$ cat src/rtl/uart_pkg.sv
// Shared constants for the word-oriented UART transmitter.
// State encoding and frame geometry live here so the bench and RTL agree.
package uart_pkg;

    localparam logic [1:0] IDLE  = 2'd0;
    localparam logic [1:0] START = 2'd1;
    localparam logic [1:0] DATA  = 2'd2;
    localparam logic [1:0] STOP  = 2'd3;

    localparam int DATA_BITS      = 8;
    localparam int BYTES_PER_WORD = 4;

endpackage

$ cat src/rtl/uart_txiv.sv
// 32-bit word UART transmitter: four 8N1 frames per word, LSB byte first.
// Enable freezes everything; reset aborts any word and idles the line high.
module uart_txiv
    import uart_pkg::*;
#(
    parameter int CLKS_PER_BIT = 10416
) (
    input  logic        clk,
    input  logic        rst,
    input  logic [31:0] data,
    input  logic        en,
    input  logic        has_next,
    output logic        Tx_Serial_Output,
    output logic        clk_out,
    output logic        finish_Int,
    output logic        W_READY
);

    localparam int BW = (CLKS_PER_BIT > 1) ? $clog2(CLKS_PER_BIT) : 1;
    localparam logic [BW-1:0] LAST_CNT  = BW'(CLKS_PER_BIT - 1);
    localparam logic [2:0]    LAST_BIT  = 3'(DATA_BITS - 1);
    localparam logic [1:0]    LAST_BYTE = 2'(BYTES_PER_WORD - 1);

    logic [1:0]    state;
    logic [BW-1:0] baud;
    logic [2:0]    bit_idx;
    logic [1:0]    byte_idx;
    logic [31:0]   shreg;
    logic          fin_r;
    logic          wrap;

    assign wrap       = (baud == LAST_CNT);
    assign clk_out    = en && (state != IDLE) && wrap;
    assign finish_Int = fin_r && en;

    always_ff @(posedge clk or negedge rst) begin
        if (!rst) begin
            state            <= IDLE;
            baud             <= '0;
            bit_idx          <= '0;
            byte_idx         <= '0;
            shreg            <= '0;
            fin_r            <= 1'b0;
            Tx_Serial_Output <= 1'b1;
            W_READY          <= 1'b1;
        end else if (!en) begin
            fin_r <= 1'b0;
        end else begin
            fin_r <= 1'b0;
            unique case (state)
                IDLE: begin
                    if (has_next) begin
                        shreg            <= data;
                        W_READY          <= 1'b0;
                        state            <= START;
                        Tx_Serial_Output <= 1'b0;
                        baud             <= '0;
                        bit_idx          <= '0;
                        byte_idx         <= '0;
                    end
                end
                START: begin
                    if (wrap) begin
                        baud             <= '0;
                        state            <= DATA;
                        bit_idx          <= '0;
                        Tx_Serial_Output <= shreg[0];
                        shreg            <= shreg >> 1;
                    end else begin
                        baud <= baud + 1'b1;
                    end
                end
                DATA: begin
                    if (wrap) begin
                        baud <= '0;
                        if (bit_idx == LAST_BIT) begin
                            state            <= STOP;
                            Tx_Serial_Output <= 1'b1;
                        end else begin
                            bit_idx          <= bit_idx + 1'b1;
                            Tx_Serial_Output <= shreg[0];
                            shreg            <= shreg >> 1;
                        end
                    end else begin
                        baud <= baud + 1'b1;
                    end
                end
                STOP: begin
                    if (wrap) begin
                        baud <= '0;
                        // Shift register already holds the next byte in [7:0]
                        if (byte_idx == LAST_BYTE) begin
                            state   <= IDLE;
                            fin_r   <= 1'b1;
                            W_READY <= 1'b1;
                        end else begin
                            byte_idx         <= byte_idx + 1'b1;
                            state            <= START;
                            Tx_Serial_Output <= 1'b0;
                        end
                    end else begin
                        baud <= baud + 1'b1;
                    end
                end
            endcase
        end
    end

endmodule

$ cat config.mk
export PLATFORM = sky130hd
export DESIGN_NAME = uart_txiv
export DESIGN_NICKNAME = d
export VERILOG_FILES = /design/src/rtl/uart_pkg.sv /design/src/rtl/uart_txiv.sv
export SDC_FILE = /design/constraint.sdc
export NUM_CORES = 1
export LEC_CHECK = 0
export BUFFER_PORTS_ARGS = -buffer_cell sky130_fd_sc_hd__buf_2
export CAP_MARGIN = 0
export CORE_UTILIZATION = 45
export DETAILED_ROUTE_END_ITERATION = 10
export GPL_ROUTABILITY_DRIVEN = 0
export SYNTH_ARGS = -nofsm -noshare
export SYNTH_HDL_FRONTEND = slang
export SYNTH_SLANG_ARGS = --single-unit
export TNS_END_PERCENT = 100
$ cat constraint.sdc
create_clock -name clk -period 3.2 [get_ports clk]
set_input_delay 0.32 -clock clk [delete_from_list [all_inputs] [get_ports clk]]
set_output_delay 0.32 -clock clk [all_outputs]
set_load 0.01 [all_outputs]
=== After elaboration in Yosys (flattened, before gate mapping) ===
Index checks and enable logic that the tools add are counted.

* Add/sub/neg operators: 3
* Equality and inequality tests: 14
* Mux-type cells: 38
* Reductions and logical operators: 14

{| class="wikitable"
|+ Operators with widths
! kind !! count
|-
| two-way mux 32 bit || 4
|-
| one-hot mux 32 bit (3 select lines) || 1
|-
| two-way mux 14 bit || 2
|-
| one-hot mux 14 bit (2 select lines) || 1
|-
| AND reduction 6 bit || 3
|-
| two-way mux 2 bit || 8
|-
| != test 2 bit, second input constant || 8
|-
| adder 14 x 1 -> 14 bit, second input constant || 1
|-
| equality test 14 bit, second input constant || 1
|-
| two-way mux 1 bit || 13
|-
| two-way mux 3 bit || 4
|-
| AND reduction 5 bit || 2
|-
| one-hot mux 3 bit (3 select lines) || 1
|-
| one-hot mux 2 bit (4 select lines) || 1
|-
| equality test 2 bit, second input constant || 3
|-
| one-hot mux 1 bit (4 select lines) || 1
|-
| one-hot mux 2 bit (2 select lines) || 1
|-
| nonzero test 2 bit || 2
|-
| adder 3 x 1 -> 3 bit, second input constant || 1
|-
| equality test 3 bit, second input constant || 1
|-
| logical AND 1 bit || 3
|-
| nonzero test 3 bit || 1
|-
| OR reduction 3 bit || 1
|-
| adder 2 x 1 -> 2 bit, second input constant || 1
|-
| 4 further kinds || 4
|}

* Flip-flop bits (word level): 56
* Word-level logic and storage cells: 77

=== Longest topological paths before layout ===
Gate-level depths: netlist (run 1).

* Word-level depth: 5
* Gate-level depth with buffers: 8
* Depth with buffers taken out: 7

=== Worst setup path before layout (run 1) ===
No wires, ideal clock.

* Path type: reg-to-reg
* Start: register baud[0]
* End: register shreg[23]
* Library setup time: 0.125 ns
* Arrival time: 2.267 ns
* Setup slack: 0.808 ns
* Stages on the path, launching flop included: 8
* Clock period less this slack: 2.392 ns
* Cells stage by stage: dfrtp_1 ha_1 and4b_1 nor4b_4 a21oi_2 a2111oi_4 buf_6 mux2_2

* Word-level cells in the longest chain between the ends: 3
* Elaborated cells between the ends (all ways): 4
* Classes of those cells: eq/ne: 3; reduce/logical: 1

{| class="wikitable"
|+ RTL lines
! what !! line !! text
|-
| start: declaration || uart_txiv.sv:25 || <nowiki>logic [BW-1:0] baud;</nowiki>
|-
| start signal: assignment || uart_txiv.sv:70 || <nowiki>baud <= baud + 1'b1;</nowiki>
|-
| start signal: assignment || uart_txiv.sv:85 || <nowiki>baud <= baud + 1'b1;</nowiki>
|-
| start signal: assignment || uart_txiv.sv:102 || <nowiki>baud <= baud + 1'b1;</nowiki>
|-
| equality test 14 bit * || uart_txiv.sv:32 || <nowiki>assign wrap = (baud == LAST_CNT);</nowiki>
|-
| != test 2 bit (no source line) || -- ||
|-
| AND reduction 6 bit (no source line) * || -- ||
|-
| end signal: assignment || uart_txiv.sv:53 || <nowiki>shreg <= data;</nowiki>
|-
| end signal: assignment || uart_txiv.sv:68 || <nowiki>shreg <= shreg >> 1;</nowiki>
|-
| end signal: assignment || uart_txiv.sv:82 || <nowiki>shreg <= shreg >> 1;</nowiki>
|-
| end: declaration || uart_txiv.sv:28 || <nowiki>logic [31:0] shreg;</nowiki>
|}

Mark *: on every way between the ends. The rest lies on a longest branch, timed or not.
A chain may end at the register's enable or synchronous reset.

=== Worst setup path after layout (run 1) ===
* Start: register baud[0]
* End: register shreg[12]

Same word-level chain as after synthesis.

==> results of run 1 <==
==> where the power goes <==
| part | switching (uW) | total (uW) | internal (uW) |
|---|---|---|---|
| registers | 158 | 1150 | 989 |
| clock network | 238 | 395 | 156 |
| logic | 635 | 1440 | 803 |
==> placed cells by master (no fill, tap or decap), types with 2 or more instances in the layout <==
master    netlist  layout
inv_1          13      13
buf_4           0       5
a31oi_1         3       3
nor2b_1         2       2
mux2_2         65      65
a21oi_1         6       6
a211oi_1        2       2
nor3_1          5       5
mux2_1          2       2
clkbuf_8        0       5
o21ai_0        14      14
mux2i_1         3       3
or3_1           4       4
o31ai_1         3       3
nor2_1         11      11
ha_1            9       9
nand2_1        18      18
dfstp_2         2       2
and2_1          2       2
nand4_1         4       4
nor4_1          2       2
nand3_1         9       9
dfrtp_1        54      54
buf_2           0      39
a21o_1          2       2
==> metrics by stage <==
step / utilization (%) / setup slack, ns / cell area [sq um] / hold slack [ns]
6_report: 52.91 / 0.6029 / 3398 / 0.3031
5_1_grt: 52.91 / 0.4172 / 3398 / 0.3333
3_3_place_gp: 51.37 / 0.7143 / 3299 / 0.2789
3_5_place_dp: 51.37 / 0.6107 / 3299 / 0.2809
2_1_floorplan: - / 0.8082 / 3034 / 0.02441
4_1_cts: 52.91 / 0.6040 / 3398 / 0.2888
==> metal layers <==
layer / vias to the layer above / track usage [%] / share of wire (%)
met5: - / 0 / 0
met1: 982 / 24.37 / 49
met4: 0 / 5.643 / 1.3
met2: 35 / 28.39 / 45
li1: 1037 / - / -
met3: 7 / 3.759 / 4.2
==> worst paths after layout <==
kind	depth (start not counted)	endpoint	slack (ns)	start
max	7	shreg[12]	0.60	baud[0]
min	3	fin_r	0.30	en
max reg2reg	7	shreg[12]	0.60	baud[0]
min reg2reg	1	shreg[4]	0.50	shreg[4]
max in group asynchronous	3	bit_idx[2]	1.88	rst
min in group asynchronous	2	baud[2]	0.47	rst
==> area by class of cell <==
class	count	area, sq um	share of cell area [%]
multi-input cells	184	1518	44.66
inverters	13	48.80	1.436
clock inverters	2	16.27	0.4786
well taps	77	96.34	2.835
clock buffers	6	72.57	2.135
repair buffers	45	242.7	7.143
flip-flops and latches	56	1404	41.31
==> state kept, by name, summed over array words and instances (netlist names) <==
name              cells
fin_r                 1
state                 2
byte_idx              2
shreg                32
W_READY               1
baud                 14
Tx_Serial_Output      1
bit_idx               3
==> Yosys cell counts, types with 2 or more instances <==
master | number | area share (%)
mux2_2 | 65 | 24
dfrtp_1 | 54 | 45
nand2_1 | 18 | 2.2
o21ai_0 | 14 | 2.3
inv_1 | 13 | 1.6
nor2_1 | 11 | 1.4
ha_1 | 9 | 3.7
nand3_1 | 9 | 1.5
clkbuf_1 | 7 | 0.87
a21oi_1 | 6 | 0.99
nor3_1 | 5 | 0.82
nand4_1 | 4 | 0.82
or3_1 | 4 | 0.82
a31oi_1 | 3 | 0.62
buf_6 | 3 | 1.1
mux2i_1 | 3 | 0.99
o31ai_1 | 3 | 0.74
a211oi_1 | 2 | 0.49
a21o_1 | 2 | 0.49
and2_1 | 2 | 0.41
dfstp_2 | 2 | 1.7
mux2_1 | 2 | 0.74
nor2b_1 | 2 | 0.41
nor4_1 | 2 | 0.41
==> worst max-delay path, stage by stage, from the launching register on <==
cell,delay [ns]
dfrtp_1,0.39
ha_1,0.23
and4b_1,0.25
nor4b_4,0.33
a21oi_2,0.14
a2111oi_4,0.29
buf_4,0.45
mux2_2,0.39
==> what timing repair did <==
item | CTS | global route
gates resized for setup | 0 | 0
hold buffers | 1 | 0
endpoints found under the hold margin | 15 | 0
setup buffers | 0 | 0
==> cells by family after synthesis <==
group	after synthesis
flip-flops	56
AO/OA/AOI/OAI	40
XOR/XNOR	2
adder cells (fa/ha/maj)	9
multiplexers	70
buffers and inverters	24
AND/OR/NAND/NOR	63
==> results_dict.tcl, run 1 <==
set metrics [dict create \
    worstPathArrival_ns 2.81 \
    cts_buffer_depth 2 \
    synth_top_family_by_area "multiplexers" \
    n_fill_cell 595 \
    worstMarginPinSlew_ns 0.6391 \
    hold_viol 0 \
    layout_min_cycle_time_ns 2.597 \
    setup_viol 0 \
    grt_start_max_net_pins 40 \
    worst_skew_pair.late_latency_ns 0.31 \
    grt-ovfl-total 0 \
    power_uw 2979 \
    ys_seq_area_share_pct 46.27 \
    first_pass_iters 4 \
    clk_pin_slew_ns 0.10 \
    drc 0 \
    grt_pass1_wl_um 10050 \
    finClkSkew_ns 0.009605 \
    synthMuxAreaShare_pct 25.86 \
    worstHoldPathType "in -> reg" \
    relSlewSlack_pct 57.39 \
    synthAdderAreaFrac_pct 3.711 \
    drive_gt1_share_pct 39.87 \
    synth_nets 309 \
    vias_per_cell 5.381 \
    initial_core_util_pct 47.24 \
    ys_ff_latch 56 \
    cts_sinks 56 \
    io_pins 40 \
    fp.coreArea_sq_um 6422 \
    die_x_um 84.12 \
    wire_per_inst_um 14.60 \
    cts_max_level 2 \
    cts-root-buf "clkbuf_8" \
    p_leak_uw 0.001498 \
    report.final.slew_viol_count 0 \
    status "finished, final reports clean" \
    numCtsBuffers 5 \
    vias 2061 \
    worst_ep_required_time_ns 3.41 \
    fmax_mhz 385.1 \
    yosysWarnings 0 \
    antenna_left 0 \
    rsz0062_at_grt "false" \
    ys_types 43 \
    stdcell_count 383 \
    diodes 0 \
    num_rows 29 \
    netlist_area_sq_um 3034 \
    synthFlopType "dfrtp_1" \
    cts_tree "built" \
    drtIter0Drc 121 \
    fin_tns_setup_ns 0 \
    fin_crit_sh_pct 81.16 \
    io_buffers 39 \
    nets 350 \
    ir_drop_v 0.0004261 \
    syn-instance-count 264 \
    cp-start-kind "flip-flop" \
    synth-simple-area-share_pct 11.01 \
    grt_usage_pct 17.79 \
    synth.avg_cell_area_sq_um 11.49 \
    dp_hpwl_um 3809 \
    die_y_um 84.12 \
    synth_xor_area_share_pct 0.5773 \
    place_inst 374 \
    grt_pass1_vias 2175 \
    power_density_nw_per_um2 876.6 \
    max_cap_viol_count 0 \
    synth_edf_count 0 \
    endpoint_kind "flip-flop" \
    die-area_sq_um 7075 \
    synthToLayoutAreaGrowth_pct 12.00 \
    synth-compound-area-share_pct 8.866 \
    wl_um 5590 \
    path_max_fanout 35 \
    synth-async-reset-ratio_pct 100.0 \
    antenna_found_initial 0 \
    worstSetupPathType "reg -> reg" \
]
No activity file was read; power rests on OpenSTA's default activity.
==> run 2, diff against run 1 <==
--- a/config.mk
+++ b/config.mk
@@ -5,6 +5,7 @@
 export SDC_FILE = /design/constraint.sdc
 export NUM_CORES = 1
 export LEC_CHECK = 0
+export ABC_AREA = 1
 export BUFFER_PORTS_ARGS = -buffer_cell sky130_fd_sc_hd__buf_2
 export CAP_MARGIN = 0
 export CORE_UTILIZATION = 45
==> constraint.sdc (replaced) <==
create_clock -name clk -period 2.5 [get_ports clk]
set_input_delay 0.25 -clock clk [delete_from_list [all_inputs] [get_ports clk]]
set_output_delay 0.25 -clock clk [all_outputs]
set_load 0.01 [all_outputs]
==> run 2 against run 1 <==
Net effect:
- sequential share of layout area down 1.9 points
- final area up 4.7%
- highest routed layer unchanged
- global-route usage up 3.1 points
- largest cell class unchanged
- critical path depth up 3
- sequential power up 19%
==> results_dict.tcl, run 2 <==
set metrics [dict create \
    status "finished, final reports clean" \
    yosysWarnings 0 \
    first_pass_iters 5 \
    postCtsSetupRepairBufs 0 \
    cts_tree "built" \
    fp.coreArea_sq_um 6794 \
    cts_buffer_depth 2 \
    vias_per_cell 4.850 \
    layout_commonest_cell "nand2_1" \
    numCtsBuffers 5 \
    max_cap_viol_count 0 \
    relSlewSlack_pct 59.29 \
    synth-async-reset-ratio_pct 100.0 \
    stdcell_count 585 \
    crit_chain "inv_1 -> ha_1 -> nand2_2 -> nand2_2 -> inv_2 -> nand2_1 -> nor2_2 -> buf_4 -> nand3_1 -> nand2_1" \
    io_pins 40 \
    path_max_fanout 31 \
    ys_types 24 \
    endpoint_kind "flip-flop" \
    synth_nets 498 \
    place_inst 576 \
    multi_input_area_sq_um 1563 \
    worstHoldPathType "in -> reg" \
    wire_per_inst_um 11.71 \
    drtIter0Drc 166 \
    grt_pass1_wl_um 12360 \
    cp-start-kind "flip-flop" \
    critPathBufInv 3 \
    grt-ovfl-total 0 \
    syn-instance-count 453 \
    vias 2837 \
    layout_min_cycle_time_ns 2.135 \
    cts_sinks 56 \
    synth_edf_count 0 \
    post-place-ws_ns 0.4110 \
    worstPathArrival_ns 2.38 \
    ys_ff_latch 56 \
    yosysTopAreaCellShare_pct 42.81 \
    regMostFlops "shreg" \
    die_y_um 85.76 \
    ir_drop_v 0.0005636 \
    power_density_nw_per_um2 1050 \
    grt_start_max_net_pins 40 \
    cts_hold_buf 1 \
    power_uw 3738 \
    fmax_mhz 468.4 \
    initial_core_util_pct 46.46 \
    die-area_sq_um 7354 \
    drc 0 \
    nets 533 \
    synth.most_common_cell "nand2_1" \
    hold_viol 0 \
    slowest_stage "dfrtp_1" \
    synth.area.top_cells "dfrtp_1, nand2_1, nand3_1" \
    netlist_area_sq_um 3157 \
    report.final.slew_viol_count 0 \
    synthToLayoutAreaGrowth_pct 12.72 \
    die_x_um 85.76 \
    post_cts_resized 0 \
    io_buffers 39 \
    grt_usage_pct 20.88 \
    cts_max_level 2 \
    fin_tns_setup_ns 0 \
    antenna_found_initial 0 \
    num_rows 30 \
    largest_reg_flops 32 \
    synth.avg_cell_area_sq_um 6.969 \
    rsz0062_at_grt "false" \
    clk_pin_slew_ns 0.10 \
    worst_ep_required_time_ns 2.75 \
    synthFlopType "dfrtp_1" \
    top_regs "shreg x32, baud x14, bit_idx x3" \
    path_delay_family "simple AND/OR/NAND/NOR gates" \
    worstSetupPathType "reg -> reg" \
    diodes 0 \
    yosysTopAreaCell "dfrtp_1" \
    wl_um 6850 \
    grt_pass1_vias 2689 \
    crit_path_max_incr_delay_ns 0.43 \
    fin_crit_sh_pct 85.39 \
    ys_seq_area_share_pct 44.47 \
    worst_skew_pair.late_latency_ns 0.31 \
    layout_setup_ws_ns 0.3652 \
    cts-root-buf "clkbuf_8" \
    antenna_left 0 \
    drive_gt1_share_pct 13.29 \
    finClkSkew_ns 0.006140 \
    setup_viol 0 \
    layout_common_cells "nand2_1, dfrtp_1, nand3_1" \
    p_leak_uw 0.001987 \
    n_fill_cell 674 \
    dp_hpwl_um 4578 \
    worstMarginPinSlew_ns 0.6107 \
    register_area_sq_um 1404 \
    synth_commonest_cells "nand2_1, dfrtp_1, nand3_1" \
]
run 2: changes by cell type after synthesis, moves of 8 or more:
cell | before | now
nand3_1 | 9 | 47
inv_1 | 13 | 23
nand2_1 | 18 | 219
mux2_2 | 65 | 0
nor2_1 | 11 | 37
buf_2 | 0 | 8
run 2: stage by stage:
step / util, % / hold slack (ns) / cell area, sq um
floorplan: - / -0.04559 / 3157
global placement: 50.64 / 0.3008 / 3441
detailed placement: 50.64 / 0.3072 / 3441
CTS: 52.38 / 0.1883 / 3558
global route: 52.38 / 0.1883 / 3558
finish: 52.38 / 0.1928 / 3558
run 2: tightest hold or removal path: cells and delay by family:
family	cells	cell delay, ns
AND/OR/NAND/NOR	1	0.05
AO/OA/AOI/OAI	1	0.07
buffers and inverters	1	0.09
run 2: area by class of cell:
cell class	count	share of cell area, %
Tap cell	96	3.376
Sequential cell	56	39.45
Clock buffer	6	2.039
Inverter	25	2.637
Timing Repair Buffer	47	7.595
Multi-Input combinational cell	353	43.92
Clock inverter	2	0.9845
run 2: path summary, 6_finish.rpt:
check	slack [ns]	startpoint	endpoint	depth (start not counted)
hold reg to reg	0.46	Tx_Serial_Output	Tx_Serial_Output	2
setup / recovery	0.37	state[0]	shreg[26]	10
setup reg to reg	0.37	state[0]	shreg[26]	10
min in group asynchronous	0.48	rst	baud[7]	2
hold / removal	0.19	data[31]	shreg[31]	3
max in group asynchronous	1.44	rst	shreg[0]	3
run 2: where the power goes:
group          total (uW)  internal [uW]  switching [uW]  leakage, uW
Combinational        1770            559            1210      0.00120
Clock                 595            298             297    0.0000552
Sequential           1370           1200             170     0.000732
run 2: layer usage:
metal  up-vias  wire length (um)  GRT usage [%]
met5         -                 0              0
met1      1287              3299          27.89
met3        10               194          2.984
li1       1488                 -              -
met2        52              3249          35.42
met4         0               106          6.061
run 2: kinds of logic after synthesis:
logic type               after synthesis  synth area share (%)
AO/OA/AOI/OAI                         17                 2.854
buffers and inverters                 44                 6.024
AND/OR/NAND/NOR                      323                 41.93
flip-flops                            56                 44.47
multiplexers                           1                0.3171
XOR/XNOR                               3                0.8325
adder cells (fa/ha/maj)                9                 3.567
==> run 3, diff against run 2 <==
--- a/config.mk
+++ b/config.mk
@@ -8,9 +8,11 @@
 export ABC_AREA = 1
 export BUFFER_PORTS_ARGS = -buffer_cell sky130_fd_sc_hd__buf_2
 export CAP_MARGIN = 0
-export CORE_UTILIZATION = 45
+export CORE_UTILIZATION = 55
 export DETAILED_ROUTE_END_ITERATION = 10
 export GPL_ROUTABILITY_DRIVEN = 0
+export PLACE_DENSITY = 0.76
+export SETUP_SLACK_MARGIN = 0.05
 export SYNTH_ARGS = -nofsm -noshare
 export SYNTH_HDL_FRONTEND = slang
 export SYNTH_SLANG_ARGS = --single-unit
==> run 3 against run 2 <==
Net effect:
- register-to-register slack about the same
- fmax is 0.26% lower
- wire length down 2.6%
- final cell count shrank 4.3%
- via count grew 1.4%
- global-route usage rose by 3.6 points
- flip-flop and latch count is the same
- power is 0.43% higher
- critical endpoint is now shreg[3]
- highest routed layer unchanged
==> results_dict.tcl, run 3 (synthesized netlist as in run 2, its figures left out) <==
set metrics [dict create \
    status "finished, final reports clean" \
    nets 532 \
    fp.coreArea_sq_um 5507 \
    drc 0 \
    fin_hold_ws_ns 0.1991 \
    layout_min_cycle_time_ns 2.140 \
    grt_pass1_vias 2787 \
    p_leak_uw 0.001988 \
    io_pins 40 \
    fin_crit_sh_pct 85.62 \
    die_x_um 77.76 \
    layout_commonest_cell "nand2_1" \
    drive_gt1_share_pct 13.11 \
    finClkSkew_ns 0.008816 \
    endpoint_kind "flip-flop" \
    numCtsBuffers 5 \
    path_max_fanout 31 \
    layout_common_cells "nand2_1, dfrtp_1, nand3_1" \
    worst_skew_pair.late_latency_ns 0.31 \
    dp_hpwl_um 4471 \
    die-area_sq_um 6047 \
    stdcell_count 560 \
    fin_area_sq_um 3530 \
    p_comb_share_pct 47.2 \
    cts_tree "built" \
    report.final.slew_viol_count 0 \
    cts_buffer_depth 2 \
    wire_per_inst_um 11.92 \
    setup_viol 0 \
    grt_usage_pct 24.47 \
    worstSetupPathType "reg -> reg" \
    worstPathArrival_ns 2.39 \
    die_y_um 77.76 \
    cts_sinks 56 \
    postPlaceCellArea_sq_um 3403 \
    rsz0062_at_grt "false" \
    postCtsSetupRepairBufs 0 \
    max_cap_viol_count 0 \
    vias_per_cell 5.138 \
    clockPowerShare_pct 16.2 \
    vias 2877 \
    worst_ep_required_time_ns 2.75 \
    num_rows 27 \
    fmax_mhz 467.2 \
    power_density_nw_per_um2 1064 \
    hold_viol 0 \
    fin_tns_setup_ns 0 \
    grt_start_max_net_pins 57 \
    antenna_found_initial 0 \
    seq_power_share_pct 36.6 \
    largest_reg_flops 32 \
    antenna_left 0 \
    drtIter0Drc 208 \
    worstMarginPinSlew_ns 0.5173 \
    place_inst 551 \
    p_sw_share_pct 45.16 \
    cts_max_level 2 \
    p_int_uw 2059 \
    first_pass_iters 5 \
    relSlewSlack_pct 65.15 \
    initial_core_util_pct 57.33 \
    clk_pin_slew_ns 0.10 \
    grt_pass1_wl_um 11920 \
    ir_drop_v 0.0006155 \
    wl_um 6674 \
    io_buffers 39 \
    grt-ovfl-total 0 \
    cp-start-kind "flip-flop" \
    cts-root-buf "clkbuf_8" \
    top_regs "shreg x32, baud x14, bit_idx x3" \
    worstHoldPathType "in -> reg" \
    switchingPower_uw 1695 \
    diodes 0 \
    regMostFlops "shreg" \
    synthToLayoutAreaGrowth_pct 11.81 \
]
==> run 3: changes by cell type in the layout (fill, tap and decap cells not counted), sizes merged <==
cell / previous run / this run
clkinv: 1 / 0
buf: 46 / 45
inv: 25 / 26
==> run 3: cell type report <==
cell class,instances,area [sq um]
inverters,25,93.84
multi-input cells,353,1568
clock inverters,2,38.79
well taps,72,90.09
clock buffers,6,72.57
fillers,502,1977
repair buffers,46,262.8
flip-flops and latches,56,1404
==> run 3: critical path, stage by stage, from the launching register on <==
cell and delay, ns:
dfrtp_1 0.43, inv_1 0.12, ha_1 0.27, nand2_2 0.14, nand2_2 0.07, inv_2 0.20, nand2_1 0.09, nor2_2 0.17
buf_4 0.36, nand3_1 0.12, nand2_1 0.10
==> run 3: metrics by stage <==
step | utilization (%) | power, uW | setup slack (ns)
6_report | 64.10 | 3754 | 0.3596
5_1_grt | 64.10 | 4132 | 0.1516
4_1_cts | 64.01 | 3772 | 0.2016
3_5_place_dp | 61.80 | 3164 | 0.2163
3_3_place_gp | 61.80 | 3105 | 0.3299
2_1_floorplan | - | 2753 | 0.7569
==> run 3: path summary, 6_finish.rpt <==
check / start / cells past startpoint / end / slack, ns
worst min-delay path: data[31] / 3 / shreg[31] / 0.20
worst max register to register: state[0] / 10 / shreg[3] / 0.36
worst min register to register: W_READY / 2 / W_READY / 0.47
min in group asynchronous: rst / 3 / baud[7] / 0.44
worst max-delay path: state[0] / 10 / shreg[3] / 0.36
max in group asynchronous: rst / 3 / W_READY / 1.77
==> run 3: timing repair <==
item | 4_1_cts | 5_1_grt
hold endpoints to repair | 54 | 0
hold buffers | 1 | 0
setup endpoints to repair | 0 | 28
resized for setup | 0 | 1
==> run 3: power groups by stage <==
stage | combinational [uW] | sequential (uW) | clock [uW]
floorplan | 1400 | 1360 | 0
global placement | 1730 | 1370 | 0
detailed placement | 1780 | 1390 | 0
CTS | 1780 | 1370 | 624
global route | 2060 | 1410 | 658
finish | 1770 | 1370 | 608
==> run 3: routing by layer <==
| metal | vias to the layer above | wire [um] | track usage (%) |
|---|---|---|---|
| li1 | 1483 | - | - |
| met1 | 1314 | 3202 | 31.84 |
| met2 | 71 | 3129 | 41.59 |
| met3 | 9 | 276 | 4.471 |
| met4 | 0 | 64 | 6.792 |
| met5 | - | 0 | 0 |
